--- config.mk ---
export PLATFORM = sky130hd
export DESIGN_NAME = usb_tx_serializer
export DESIGN_NICKNAME = d
export VERILOG_FILES = /design/src/rtl/usb_tx_pkg.sv /design/src/rtl/usb_tx_stuff_ctr.sv /design/src/rtl/usb_tx_serializer.sv
export SDC_FILE = /design/constraint.sdc
export NUM_CORES = 1
export LEC_CHECK = 0
export CAP_MARGIN = 10
export CORE_MARGIN = 8
export CORE_UTILIZATION = 40
export CTS_BUF_LIST = sky130_fd_sc_hd__clkbuf_16
export CTS_CLUSTER_SIZE = 8
export DETAILED_ROUTE_END_ITERATION = 7
export HOLD_SLACK_MARGIN = 0.02
export PLACE_DENSITY = 0.75
export SETUP_SLACK_MARGIN = 0.02
export SLEW_MARGIN = 20
export SYNTH_ARGS = -nofsm -noshare
export SYNTH_HDL_FRONTEND = slang
export SYNTH_SLANG_ARGS = --single-unit
--- constraint.sdc ---
create_clock -name clk -period 6.5 [get_ports clk]
set_clock_uncertainty 0.2 [all_clocks]
set_input_delay 0.975 -clock clk [delete_from_list [all_inputs] [get_ports clk]]
set_output_delay 0.975 -clock clk [all_outputs]
set_load 0.005 [all_outputs]
--- src/rtl/usb_tx_pkg.sv ---
// Shared types and helpers for the USB transmit serializer.
package usb_tx_pkg;

  typedef enum logic [1:0] {IDLE, DATA, CRC, FLUSH} tx_state_t;

  localparam int   STUFF_LIMIT = 6;
  localparam logic IDLE_BIT    = 1'b1;

  // Reorders a word so that bit 0 of the result is the first bit on the line.
  // Bytes are taken most-significant first when msb_byte_first is set,
  // bits inside each byte always go out LSB first.
  function automatic logic [63:0] bit_reorder(input logic [63:0] data,
                                              input int          width,
                                              input bit          msb_byte_first);
    logic [63:0] res;
    int          src;
    res = '0;
    for (int i = 0; i < 64; i++) begin
      if (i < width) begin
        src    = msb_byte_first ? (width - 8 - 8 * (i / 8) + (i % 8)) : i;
        res[i] = data[src[5:0]];
      end
    end
    return res;
  endfunction

endpackage

--- src/rtl/usb_tx_stuff_ctr.sv ---
// Consecutive-ones counter that decides when a stuff zero must go on the line.
module usb_tx_stuff_ctr
  import usb_tx_pkg::*;
#(
  parameter bit STUFF_EN = 1'b1
) (
  input  logic clk,
  input  logic n_rst,
  input  logic adv,
  input  logic data_bit,
  input  logic clear,
  output logic stuff_now
);

  logic [2:0] ones_cnt_reg;

  assign stuff_now = STUFF_EN && (ones_cnt_reg == 3'(STUFF_LIMIT));

  // Count ones emitted on the line; a stuff zero or a data zero restarts the run.
  always_ff @(posedge clk or negedge n_rst) begin
    if (!n_rst) begin
      ones_cnt_reg <= '0;
    end else if (clear) begin
      ones_cnt_reg <= '0;
    end else if (adv) begin
      if (stuff_now || !data_bit) begin
        ones_cnt_reg <= '0;
      end else if (ones_cnt_reg != 3'(STUFF_LIMIT)) begin
        ones_cnt_reg <= ones_cnt_reg + 3'd1;
      end
    end
  end

endmodule

--- src/rtl/usb_tx_serializer.sv ---
// USB transmit serializer: word handshake in, stuffed serial bit stream out,
// with an optional CRC appended after the last data word.
module usb_tx_serializer
  import usb_tx_pkg::*;
#(
  parameter int WORD_W         = 16,
  parameter int CRC_W          = 16,
  parameter bit CRC_EN         = 1'b1,
  parameter bit STUFF_EN       = 1'b1,
  parameter bit MSB_BYTE_FIRST = 1'b1
) (
  input  logic              clk,
  input  logic              n_rst,
  input  logic              tx_enable,
  input  logic              tx_shift,
  input  logic              tx_hold,
  input  logic [WORD_W-1:0] word_in,
  input  logic              word_last,
  input  logic              word_valid,
  output logic              word_ready,
  input  logic [CRC_W-1:0]  crc_in,
  output logic              tx_bit,
  output logic              stuff_bit,
  output logic              busy,
  output logic              pkt_done,
  output logic              tx_underrun
);

  localparam int SR_W  = (WORD_W > CRC_W) ? WORD_W : CRC_W;
  localparam int CNT_W = $clog2(SR_W + 1);

  // What the current bit period does; decided combinationally, applied in the FSM.
  typedef enum logic [2:0] {
    ST_NONE, ST_STUFF, ST_START, ST_SHIFT, ST_NEXT, ST_CRC_LOAD, ST_DONE, ST_UNDERRUN
  } step_t;

  tx_state_t         state_reg;
  logic [WORD_W-1:0] hold_reg;
  logic              hold_last_reg;
  logic              hold_full_reg;
  logic              cur_last_reg;
  logic [SR_W-1:0]   sr_reg;
  logic [CNT_W-1:0]  rem_reg;
  logic              tx_bit_reg;
  logic              stuff_bit_reg;
  logic              pkt_done_reg;
  logic              underrun_reg;

  logic              adv;
  logic              accept;
  logic              end_of_pkt;
  logic [SR_W-1:0]   hold_ord;
  logic [SR_W-1:0]   crc_ord;
  step_t             step;
  logic              emit_bit;
  logic              stuff_now;
  logic              ctr_adv;
  logic              ctr_clear;

  assign adv        = tx_enable && tx_shift && !tx_hold;
  assign accept     = word_valid && !hold_full_reg;
  assign hold_ord   = SR_W'(bit_reorder(64'(hold_reg), WORD_W, MSB_BYTE_FIRST));
  assign crc_ord    = SR_W'(bit_reorder(64'(crc_in), CRC_W, MSB_BYTE_FIRST));
  assign end_of_pkt = (state_reg == CRC) || (state_reg == DATA && cur_last_reg && !CRC_EN);

  assign word_ready  = !hold_full_reg;
  assign busy        = (state_reg != IDLE);
  assign tx_bit      = tx_bit_reg;
  assign stuff_bit   = stuff_bit_reg;
  assign pkt_done    = pkt_done_reg;
  assign tx_underrun = underrun_reg;

  // Pick this bit period's action; a pending stuff bit always wins over data.
  always_comb begin
    step     = ST_NONE;
    emit_bit = IDLE_BIT;
    if (adv) begin
      case (state_reg)
        IDLE: begin
          if (hold_full_reg) begin
            step     = ST_START;
            emit_bit = hold_ord[0];
          end
        end
        DATA, CRC: begin
          if (stuff_now) begin
            step     = ST_STUFF;
            emit_bit = 1'b0;
          end else if (rem_reg != '0) begin
            step     = ST_SHIFT;
            emit_bit = sr_reg[0];
          end else if (state_reg == DATA && !cur_last_reg && hold_full_reg) begin
            step     = ST_NEXT;
            emit_bit = hold_ord[0];
          end else if (state_reg == DATA && !cur_last_reg) begin
            step     = ST_UNDERRUN;
          end else if (state_reg == DATA && CRC_EN) begin
            step     = ST_CRC_LOAD;
            emit_bit = crc_ord[0];
          end else begin
            step     = ST_DONE;
          end
        end
        FLUSH: begin
          if (stuff_now) begin
            step     = ST_STUFF;
            emit_bit = 1'b0;
          end else begin
            step     = ST_DONE;
          end
        end
        default: step = ST_NONE;
      endcase
    end
  end

  // Ones run tracks every emitted line bit and restarts whenever the line goes idle.
  always_comb begin
    ctr_adv   = (step == ST_STUFF) || (step == ST_START) || (step == ST_SHIFT) ||
                (step == ST_NEXT) || (step == ST_CRC_LOAD);
    ctr_clear = (step == ST_DONE) || (step == ST_UNDERRUN) ||
                (state_reg == IDLE && step != ST_START);
  end

  usb_tx_stuff_ctr #(
    .STUFF_EN (STUFF_EN)
  ) u_stuff_ctr (
    .clk       (clk),
    .n_rst     (n_rst),
    .adv       (ctr_adv),
    .data_bit  (emit_bit),
    .clear     (ctr_clear),
    .stuff_now (stuff_now)
  );

  // Main FSM with holding buffer, shift register and registered line outputs.
  always_ff @(posedge clk or negedge n_rst) begin
    if (!n_rst) begin
      state_reg     <= IDLE;
      hold_reg      <= '0;
      hold_last_reg <= 1'b0;
      hold_full_reg <= 1'b0;
      cur_last_reg  <= 1'b0;
      sr_reg        <= '0;
      rem_reg       <= '0;
      tx_bit_reg    <= IDLE_BIT;
      stuff_bit_reg <= 1'b0;
      pkt_done_reg  <= 1'b0;
      underrun_reg  <= 1'b0;
    end else begin
      pkt_done_reg <= 1'b0;
      underrun_reg <= 1'b0;

      if (accept) begin
        hold_reg      <= word_in;
        hold_last_reg <= word_last;
      end

      // Accept only happens when empty, consume only when full, so they never collide.
      if (step == ST_START || step == ST_NEXT) begin
        hold_full_reg <= 1'b0;
      end else if (accept) begin
        hold_full_reg <= 1'b1;
      end

      case (step)
        ST_START, ST_NEXT: begin
          sr_reg        <= hold_ord >> 1;
          rem_reg       <= CNT_W'(WORD_W - 1);
          cur_last_reg  <= hold_last_reg;
          tx_bit_reg    <= emit_bit;
          stuff_bit_reg <= 1'b0;
          state_reg     <= DATA;
        end
        ST_CRC_LOAD: begin
          sr_reg        <= crc_ord >> 1;
          rem_reg       <= CNT_W'(CRC_W - 1);
          tx_bit_reg    <= emit_bit;
          stuff_bit_reg <= 1'b0;
          state_reg     <= CRC;
        end
        ST_SHIFT: begin
          sr_reg        <= sr_reg >> 1;
          rem_reg       <= rem_reg - CNT_W'(1);
          tx_bit_reg    <= emit_bit;
          stuff_bit_reg <= 1'b0;
        end
        ST_STUFF: begin
          tx_bit_reg    <= 1'b0;
          stuff_bit_reg <= 1'b1;
          // A stuff bit after the final packet bit leaves only the closing idle step.
          if (rem_reg == '0 && end_of_pkt) begin
            state_reg <= FLUSH;
          end
        end
        ST_DONE: begin
          tx_bit_reg    <= IDLE_BIT;
          stuff_bit_reg <= 1'b0;
          pkt_done_reg  <= 1'b1;
          state_reg     <= IDLE;
        end
        ST_UNDERRUN: begin
          tx_bit_reg    <= IDLE_BIT;
          stuff_bit_reg <= 1'b0;
          underrun_reg  <= 1'b1;
          state_reg     <= IDLE;
        end
        default: begin
        end
      endcase
    end
  end

endmodule

==> results.json <==
{
  "slew_headroom": 0.283,
  "synthToLayoutAreaGrowth_pct": 23.5,
  "track_usage": 0.140,
  "wl_per_cell_um": 16.6,
  "cts_tree": "built",
  "place_congestion": 0.869,
  "swShare": 0.299,
  "fmaxAchievable_mhz": 288,
  "path_class": "in2reg",
  "cts_hold_buf": 0,
  "period_needed_ps": 3480,
  "cts_buffers": 5,
  "crit_path_max_fanout": 17,
  "pwr-share-clk": 0.276,
  "period_share": 0.535,
  "synth.ff_latch_count": 48,
  "worstHoldStart": "tx_bit",
  "p_per_area_nw_per_um2": 320,
  "intPower_w": 0.000755,
  "design_area_um2": 3370,
  "ys_seq_area_frac": 0.441,
  "mostFrequentLayoutCells": "dfrtp_1, clkdlybuf4s50_1, nand3_1",
  "seq_power_share": 0.465,
  "rsz0062_at_grt": "false",
  "synth_async_sr_flop_share": 1.00,
  "p_switching_w": 0.000322,
  "final_common_cell": "dfrtp_1",
  "reg2reg_depth": 8,
  "fin_setup_tns_ps": 0,
  "vdd_ir_drop_max_mv": 0.187,
  "die_area_um2": 9710,
  "ios": 45,
  "layout-drive-gt1-share": 0.115,
  "cts_sinks": 48,
  "utilization": 0.504,
  "vias_per_cell": 5.70,
  "fp.dieH_um": 98.6,
  "r2r_start": "state_reg[0]",
  "place_hpwl_mm": 4.74,
  "avgSynthCellArea_um2": 9.57,
  "numPortBuffers": 44,
  "synth_edf_count": 0,
  "hold_class": "reg2reg",
  "crit_arrival_ps": 3440,
  "outcome": "complete, no violations",
  "grt_pass1_vias": 2370,
  "syn-cell-area_um2": 2730,
  "die_w_um": 98.6,
  "grt_antenna_before_repair": 0,
  "firstDrtPassIters": 4,
  "worst_pin_slew_ps": 1070,
  "hold_violations": 0,
  "critPathCaptureType": "register",
  "h-tree-depth": 2,
  "vias": 2286,
  "clk_path_buf_depth": 2,
  "initialDrtViolationCount": 170,
  "yosys_warnings": 0,
  "diodes": 0,
  "netlist_instances": 285,
  "holdPathEnd": "tx_bit",
  "maxSlewViolCount": 0,
  "required_ps": 6470,
  "cts_resized": 0,
  "coreArea_um2": 6680,
  "largest_reg_flops": 16,
  "maxCapViolations": 0,
  "leakage_nw": 1.41,
  "post_dp_cell_area_um2": 3190,
  "combinationalPowerShare": 0.258,
  "final_cells": 401,
  "postRouteWirelength_mm": 6.65,
  "post-place-cells": 393,
  "ys_types": 50,
  "grt_max_degree": 49,
  "ff2ff_setup_slack_ps": 3050,
  "worst_hold_slack_ps": 291,
  "num_rows": 30,
  "drc_errors": 0,
  "grt_pass1_wl_mm": 11.2,
  "ant_nets": 0,
  "cts_setup_buffers": 0,
  "start_util": 0.408,
  "fin_nets": 368,
  "r2r-end": "sr_reg[12]",
  "synth_top_flop_cell": "dfrtp_1",
  "clk_pin_slew_ps": 70,
  "syn-num-nets": 333,
  "cts-root-buf": "clkbuf_16",
  "clock_latency_ps": 290,
  "critPathLaunchType": "input pin",
  "finalSetupViolations": 0,
  "hold_path_depth": 2,
  "grt_overflow": 0
}
==> worst max-delay path, cell delays in order <==
cell	delay (ps)
clkdlybuf4s50_1	410
nand3b_1	220
a21o_1	250
a21oi_2	640
nand2_1	550
nand3_1	270
a21oi_1	110
==> kinds of logic (layout without fill, tap and decap cells) <==
kind of cell / Yosys count / in the layout / share of synthesized area
buf+inv: 27 / 63 / 0.0436
flops: 48 / 48 / 0.441
xor+xnor: 1 / 1 / 0.0101
compound gates: 73 / 73 / 0.186
fa+ha+maj: 9 / 9 / 0.0413
mux: 19 / 19 / 0.0780
simple gates: 108 / 108 / 0.200
==> how the worst max path moves through the flow <==
stage | from | end | slack, ps | cells past startpoint
global route | state_reg[0] | sr_reg[12] | 2730 | 8
detailed placement | tx_hold | sr_reg[12] | 2800 | 7
floorplan | tx_enable | sr_reg[0] | 3750 | 7
CTS | state_reg[0] | sr_reg[12] | 3090 | 8
global placement | tx_hold | sr_reg[6] | 2930 | 7
finish | tx_hold | sr_reg[12] | 3020 | 7
==> power by group through the flow <==
stage / combinational [W] / sequential [W] / clock (W)
after floorplan: 0.000202 / 0.000477 / 0
after global placement: 0.000268 / 0.000500 / 0
after detailed placement: 0.000277 / 0.000503 / 0
after CTS: 0.000279 / 0.000501 / 0.000303
after global routing: 0.000313 / 0.000516 / 0.000318
final: 0.000278 / 0.000501 / 0.000298
==> metal layers <==
metal  wire length (um)  GRT usage  part of all wire
met5                  0          0                 0
met4                160     0.0579             0.024
met3                295     0.0282             0.044
met2               3340      0.230              0.50
met1               2860      0.174              0.43
==> area by class of cell <==
class | instances | area [um^2]
fill | 638 | 3320
multi-input combinational | 210 | 1410
sequential | 48 | 1200
timing repair buffer | 46 | 453
clock buffer | 5 | 125
tap | 80 | 100
clock inverter | 3 | 46.3
inverter | 9 | 33.8
==> stage by stage <==
step | power [W] | worst slack [ps]
floorplan | 0.000679 | 3750
global placement | 0.000768 | 2930
detailed placement | 0.000780 | 2800
CTS | 0.00108 | 3090
global route | 0.00115 | 2730
finish | 0.00108 | 3020
==> synthesized netlist by cell type (3+ instances only) <==
cell type | n | area, um^2
nor3_1 | 3 | 15.0
o21ai_0 | 8 | 40.0
clkbuf_1 | 8 | 30.0
nand2_1 | 25 | 93.8
a21oi_1 | 22 | 110
and2_1 | 6 | 37.5
nand3_1 | 29 | 145
nand2b_1 | 4 | 25.0
o21a_1 | 5 | 37.5
buf_2 | 8 | 40.0
inv_1 | 9 | 33.8
ha_1 | 9 | 113
dfrtp_1 | 47 | 1180
a22o_1 | 14 | 123
nor2_1 | 25 | 93.8
mux2_2 | 18 | 203
a21o_1 | 3 | 22.5
Note: power is estimated with default switching activity, not from simulation.
